<file path="config.mk">
export PLATFORM = sky130hd
export DESIGN_NAME = rc4_decrypt_engine
export DESIGN_NICKNAME = d
export VERILOG_FILES = /design/src/rtl/rc4_decrypt_engine.sv
export SDC_FILE = /design/constraint.sdc
export NUM_CORES = 1
export LEC_CHECK = 0
export BUFFER_PORTS_ARGS = -buffer_cell sky130_fd_sc_hd__buf_2
export CORE_MARGIN = 2
export CORE_UTILIZATION = 53
export CTS_BUF_LIST = sky130_fd_sc_hd__clkbuf_2 sky130_fd_sc_hd__clkbuf_4 sky130_fd_sc_hd__clkbuf_8
export DETAILED_ROUTE_END_ITERATION = 10
export GPL_TIMING_DRIVEN = 0
export PLACE_DENSITY = 0.89
export SLEW_MARGIN = 20
export SYNTH_ARGS = -nofsm -noshare
export SYNTH_HDL_FRONTEND = slang
export SYNTH_SLANG_ARGS = --single-unit
</file>
<file path="constraint.sdc">
create_clock -name clock -period 1.9 [get_ports clock]
set_clock_uncertainty 0.1 [all_clocks]
set_input_delay 0 -clock clock [delete_from_list [all_inputs] [get_ports clock]]
set_output_delay 0 -clock clock [all_outputs]
set_load 0.01 [all_outputs]
</file>
<file path="src/rtl/rc4_decrypt_engine.sv">
// RC4 PRGA decrypt engine: XORs the keystream with the encrypted ROM and writes plaintext to the output RAM.
// Latency: 10*len+2 cycles from start to done, or 10*(m+1)+1 when the filter rejects byte m.
// Backpressure: none; start is accepted only in IDLE, and start while busy is ignored.
module rc4_decrypt_engine #(
    parameter int MSG_LEN_MAX = 32,
    parameter int LEN_W       = 6,
    parameter int MEM_AW      = 5,
    parameter int CHECK_EN    = 1
) (
    input  logic              clock,
    input  logic              reset_n,
    input  logic              start,
    input  logic [LEN_W-1:0]  msg_len,
    output logic              busy,
    output logic              done,
    output logic              result_ok,
    output logic [LEN_W-1:0]  fail_index,
    output logic [7:0]        s_address,
    output logic [7:0]        s_data,
    output logic              s_wren,
    input  logic [7:0]        s_q,
    output logic [MEM_AW-1:0] rom_address,
    input  logic [7:0]        rom_q,
    output logic [MEM_AW-1:0] out_address,
    output logic [7:0]        out_data,
    output logic              out_wren
);

    typedef enum logic [3:0] {
        IDLE, INIT, CHECK, RD_SI_A, RD_SI_B, RD_SJ_A, RD_SJ_B,
        WR_SI, WR_SJ, RD_F_A, RD_F_B, WR_OUT, DONE
    } state_t;

    localparam logic [LEN_W-1:0] LEN_MAX = LEN_W'(MSG_LEN_MAX);

    state_t           state, state_nxt;
    logic [7:0]       i, j, si, sj, f, c;
    logic [LEN_W-1:0] k, len;
    logic [7:0]       pt;
    logic             pt_legal, pt_reject;

    // Filter accepts only space and lowercase ASCII letters.
    assign pt        = f ^ c;
    assign pt_legal  = (pt == 8'h20) || ((pt >= 8'h61) && (pt <= 8'h7a));
    assign pt_reject = (CHECK_EN != 0) && !pt_legal;

    always_ff @(posedge clock) begin
        if (!reset_n) begin
            state      <= IDLE;
            result_ok  <= 1'b0;
            fail_index <= '0;
            i          <= '0;
            j          <= '0;
            si         <= '0;
            sj         <= '0;
            f          <= '0;
            c          <= '0;
            k          <= '0;
            len        <= '0;
        end else begin
            state <= state_nxt;
            case (state)
                IDLE: begin
                    if (start) len <= (msg_len > LEN_MAX) ? LEN_MAX : msg_len;
                end
                INIT: begin
                    i          <= '0;
                    j          <= '0;
                    k          <= '0;
                    result_ok  <= 1'b1;
                    fail_index <= '0;
                end
                CHECK: begin
                    if (k != len) i <= i + 8'd1;
                end
                RD_SI_B: begin
                    si <= s_q;
                    j  <= j + s_q;
                end
                RD_SJ_B: sj <= s_q;
                RD_F_B: begin
                    f <= s_q;
                    c <= rom_q;
                end
                WR_OUT: begin
                    if (pt_reject) begin
                        result_ok  <= 1'b0;
                        fail_index <= k;
                    end else begin
                        k <= k + 1'b1;
                    end
                end
                default: ;
            endcase
        end
    end

    always_comb begin
        state_nxt   = state;
        s_address   = '0;
        s_data      = '0;
        s_wren      = 1'b0;
        rom_address = '0;
        out_address = '0;
        out_data    = '0;
        out_wren    = 1'b0;
        case (state)
            IDLE:    if (start) state_nxt = INIT;
            INIT:    state_nxt = CHECK;
            CHECK:   state_nxt = (k == len) ? DONE : RD_SI_A;
            RD_SI_A: begin
                s_address = i;
                state_nxt = RD_SI_B;
            end
            RD_SI_B: begin
                s_address = i;
                state_nxt = RD_SJ_A;
            end
            RD_SJ_A: begin
                s_address = j;
                state_nxt = RD_SJ_B;
            end
            RD_SJ_B: begin
                s_address = j;
                state_nxt = WR_SI;
            end
            WR_SI: begin
                s_address = i;
                s_data    = sj;
                s_wren    = 1'b1;
                state_nxt = WR_SJ;
            end
            // i==j gives si==sj, so the swap degenerates to a harmless rewrite.
            WR_SJ: begin
                s_address = j;
                s_data    = si;
                s_wren    = 1'b1;
                state_nxt = RD_F_A;
            end
            RD_F_A: begin
                s_address   = si + sj;
                rom_address = MEM_AW'(k);
                state_nxt   = RD_F_B;
            end
            RD_F_B: begin
                s_address   = si + sj;
                rom_address = MEM_AW'(k);
                state_nxt   = WR_OUT;
            end
            WR_OUT: begin
                out_address = MEM_AW'(k);
                out_data    = pt;
                out_wren    = 1'b1;
                state_nxt   = pt_reject ? DONE : CHECK;
            end
            DONE:    state_nxt = IDLE;
            default: state_nxt = IDLE;
        endcase
    end

    assign busy = (state != IDLE) && (state != DONE);
    assign done = (state == DONE);

endmodule

</file>
# Word-level counts from Yosys, hierarchy flattened
# Cells that the tools add are included.
[op_classes] add_sub_neg=4 n_lt_le_gt_ge=3 eq_ne=20 muxes=21 bitwise=1 reduce_logical=16
[op_table] op="4-bit one-hot mux with 12 select lines" n=1
[op_table] op="8-bit one-hot mux with 2 select lines" n=3
[op_table] op="6-bit one-hot mux with 2 select lines" n=2
[op_table] op="8-bit one-hot mux with 3 select lines" n=1
[op_table] op="4-bit equality test, second input constant" n=5
[op_table] op="6-bit two-way mux" n=3
[op_table] op="8-bit adder" n=2
[op_table] op="4-bit by 3-bit equality test with 1-bit output, second input constant" n=4
[op_table] op="8-bit two-way mux" n=2
[op_table] op="4-bit two-way mux" n=3
[op_table] op="5-bit two-way mux" n=2
[op_table] op="8-bit by 1-bit adder with 8-bit output, second input constant" n=1
[op_table] op="4-bit by 2-bit equality test with 1-bit output, second input constant" n=2
[op_table] op="8-bit by 6-bit equality test with 1-bit output, second input constant" n=1
[op_table] op="8-bit by 7-bit >= comparator with 1-bit output, second input constant" n=1
[op_table] op="8-bit by 7-bit <= comparator with 1-bit output, second input constant" n=1
[op_table] op="2-bit inequality test, second input constant" n=4
[op_table] op="2-bit AND reduction" n=4
[op_table] op="8-bit bitwise XOR" n=1
[op_table] op="6-bit by 1-bit adder with 6-bit output, second input constant" n=1
[op_table] op="6-bit equality test" n=1
[op_table] op="6-bit greater-than comparator, second input constant" n=1
[op_table] op="6-bit inequality test" n=1
[op_table] op="2-bit nonzero test" n=3
[op_table] op="other kinds (10)" n=15
[word_totals] ff_bits=71 in_bits=25 output_inout_bits=45

# Depth between registers and ports, before layout
[depth] word_depth=6 ltp_mapped=7

# Worst setup path before layout
# No wires, ideal clock.
[synth_timing] kind="reg-to-reg" start="register c[3]" end="register k[2]" arrival_time_ps=1812 t_required_ps=1684 path_slack_ps=-127 stages_incl_launch_ff=8 n_path_buf=1 period_less_slack_ps=2027 path_cell_list="dfxtp_1 > xor2_1 > nor4_1 > mux2_4 > nor4_4 > buf_6 > a21oi_1 > a31o_1"
[synth_via] elab_chain_len=6
[synth_lines] element="start: declaration" line="37" source="logic [7:0] i, j, si, sj, f, c;"
[synth_lines] element="start signal: assignment" line="83" source="c <= rom_q;"
[synth_lines] element="8-bit bitwise XOR *" line="43" source="assign pt = f ^ c;"
[synth_lines] element="8-bit by 7-bit >= comparator with 1-bit output or 8-bit by 7-bit <= comparator with 1-bit output (tied branches)" line="44" source="assign pt_legal = (pt == 8'h20) || ((pt >= 8'h61) && (pt <= 8'h7a));"
[synth_lines] element="1-bit logical AND" line="44"
[synth_lines] element="1-bit logical OR *" line="44"
[synth_lines] element="2-bit inequality test (no line) *"
[synth_lines] element="2-bit AND reduction (no line) *"
[synth_lines] element="end signal: assignment" line="90" source="k <= k + 1'b1;"
[synth_lines] element="end: declaration" line="38" source="logic [LEN_W-1:0] k, len;"
# Every way passes the cells marked *; elsewhere a longest branch is shown, timed or not.
# A chain may end at the register's enable or synchronous reset.

# Worst setup path in the final report
[layout_timing] start="register sj[1]" end="output s_address[6]"
[layout_via] elab_chain_len=2
[layout_lines] element="start: declaration" line="37"
[layout_lines] element="start signal: assignment" line="80" source="RD_SJ_B: sj <= s_q;"
[layout_lines] element="8-bit adder" line="141, 146"
[layout_lines] element="8-bit one-hot mux with 3 select lines" line="107" source="case (state)"
[layout_lines] element="end: declaration" line="18" source="output logic [7:0] s_address,"
# Every way passes these cells.

==> flow_summary.toml <==
[sta]
relSlewSlack_pct = 53.4
slew_violations = 0
finalHoldViolCount = 0
rsz0062_at_grt = "yes"
setup_viol = 43
fmax_mhz = 445
tightest_slew_ns = 0.696
setup_ws_ns = -0.346
min_period_ns = 2.25
hold_ws_ns = 0.0953
fin_crit_sh_pct = 118

[worst_setup_path]
worstSetupEndpointType = "output pin"
r2r-end = "j[7]"
crit_path_start_kind = "flop"
arrival_ns = 2.15
reg2reg_slack_ns = -0.31
r2r-start = "j[4]"
path_max_fanout = 2
critPathKind = "reg2out"
cp.required_ns = 1.80
rr_worst_depth = 7

[status]
violations = "setup timing"
status = "complete, but fails checks"

[worst_hold_path]
holdPathEnd = "j[3]"
min-delay-start = "s_q[3]"
min_path_cells = 5
min_path_type = "in2reg"

[cells_and_area]
area_delta_synth_final_pct = 44.1
layoutNonFillerInstCount = 730
finish.net_count = 669
antenna_cells = 0
drive_gt1_share_pct = 35.8
nFillCells = 414

[clock_tree]
cts_buffer_depth = 2
clkLatencyLatePin_ns = 0.37
cts_max_level = 3
cts_tree = "yes"
cts_buffers = 9
cts-root-buf = "clkbuf_8"
cts_sinks = 71
clk_pin_slew_ns = 0.09

[yosys]
yosysWarnings = 0
synth_top_area_cell = "dfxtp_1"
synth_area_per_cell_um2 = 8.15
ys.flop_type = "dfxtp_1"
synthTopCellsByCount = "nand2_1, dfxtp_1, nor2_1"
syn_nets = 536
syn-cell-area_mm2 = 0.00402
synth_edf_count = 0
yosysSeqAreaShare_pct = 35.4
synth_top_area_share_pct = 35.4
synth_most_common_cell = "nand2_1"
async_flop_share_pct = 0
synth.top_cells.by_area = "dfxtp_1, nand2_1, ha_1"
ys_ff_latch = 71
syn_inst = 493
synth_cell_types = 64

[routing]
drtIter0Drc = 710
drc = 0
vias = 4991
vias_per_cell = 6.84
wl_um = 17000
drt_pre_antenna_iters = 6
ant_nets = 0
wl_per_cell_um = 23.3

[placement]
place_congestion = 0.927
portBuffers = 68
dp_cells = 660
dp_hpwl_um = 8030

[power_and_ir_drop]
power.switching_uw = 1090
p_per_area_mw_per_mm2 = 649
power_uw = 3760
pwr-share-clk_pct = 42.6
netSwitchingFraction_pct = 29.1
ir_worst_vdd_uv = 362
p_int_uw = 2670
p_seq_share_pct = 40.9
p_leak_uw = 0.00240
p_comb_share_pct = 16.5

[global_route]
antenna_found_initial = 0
grt_use_total_pct = 31.6
grt_pass1_vias = 4374
grt_max_degree = 14
grt_pass1_wl_um = 21000
gr-total-overflow = 0

[die]
die_w_um = 91.1
initial_utilization_pct = 55.1
fp.coreArea_mm2 = 0.00729
ioPinCount = 70
die_area_mm2 = 0.00829
die_h_um = 91.1
fp-row-count = 31

[flow_run]
drv_cap = 0
[kinds of logic after synthesis]
kind of cell,after synthesis,synth area share (%)
buffers and inverters,29,3.11
adder cells (fa/ha/maj),18,5.98
flip-flops,71,35.4
XOR/XNOR,30,6.73
multiplexers,10,2.62
AND/OR/NAND/NOR,216,25.7
AO/OA/AOI/OAI,119,20.5
[worst max-delay path, cell delays in order (launching register included)]
cell	delay (ns)
dfxtp_4	0.37
buf_6	0.13
fa_2	0.40
a21o_1	0.20
a21oi_2	0.19
o21ai_1	0.09
xnor2_1	0.14
o21ai_1	0.11
buf_2	0.14
[cells in the final DEF (no fill, tap or decap), types with 9 or more instances in the layout]
cell,count
nand2_1,95
buf_2,69
dfxtp_1,50
nor2_1,33
buf_4,28
a21boi_0,24
dlygate4sd3_1,24
a21oi_1,20
xor2_1,15
a21oi_2,12
dfxtp_4,11
and3_1,10
a22oi_1,10
dfxtp_2,10
clkbuf_8,10
clkbuf_1,9
mux2i_1,9
[stage by stage]
step / worst slack, ns / utilization (%) / area [um^2] / TNS, ns
after floorplan: -0.0508 / - / 4030 / -0.229
after global placement: -0.220 / 61.6 / 4490 / -4.45
after detailed placement: -0.229 / 61.6 / 4490 / -6.23
after CTS: -0.330 / 73.6 / 5360 / -1.76
after global routing: -0.372 / 79.4 / 5790 / -7.49
final: -0.346 / 79.4 / 5790 / -5.75
[power by group through the flow]
stage               sequential (uW)  combinational [uW]  clock (uW)
floorplan                      1560                 260           0
global placement               1560                 370           0
detailed placement             1560                 382           0
CTS                            1530                 500        1530
global route                   1540                 638        1640
finish                         1540                 621        1600
[routing by layer]
metal | global-route usage, % | vias up | share of wire, %
met5 | 0 | - | 0
met4 | 17.9 | 0 | 9.1
met3 | 7.88 | 195 | 12
met1 | 35.9 | 2291 | 34
li1 | - | 1998 | -
met2 | 53.8 | 507 | 45
[area by class of cell]
| cell class | count | area [um^2] | area share, % |
|---|---|---|---|
| multi-input cells | 393 | 2940 | 50.7 |
| clock buffers | 10 | 138 | 2.38 |
| clock inverters | 6 | 116 | 2.01 |
| plain buffers | 19 | 118 | 2.03 |
| well taps | 99 | 124 | 2.14 |
| inverters | 7 | 26.3 | 0.454 |
| flip-flops and latches | 71 | 1480 | 25.5 |
| repair buffers | 125 | 856 | 14.8 |
[registers in the layout, summed over array words and instances, names as in the netlist]
name        flops
i               8
result_ok       1
k               6
si              8
len             6
c               8
sj              8
fail_index      6
state           4
j               8
f               8
[worst max path at each step]
stage | end | start | slack, ns
2_1_floorplan | k[3] | c[0] | -0.05
3_3_place_gp | state[2] | state[0] | -0.22
3_5_place_dp | state[2] | state[0] | -0.23
4_1_cts | s_address[7] | si[1] | -0.33
5_1_grt | s_address[6] | sj[1] | -0.37
6_report | s_address[6] | sj[1] | -0.35
[what timing repair did]
item / CTS / global route
gates resized for setup: 80 / 71
setup endpoints to repair: 73 / 70
hold buffers: 24 / 0
hold endpoints to repair: 39 / 0
buffers inserted: 16 / 16
cloned: 0 / 1
pin swaps: 27 / 30
No activity file was read; power rests on OpenSTA's default activity.
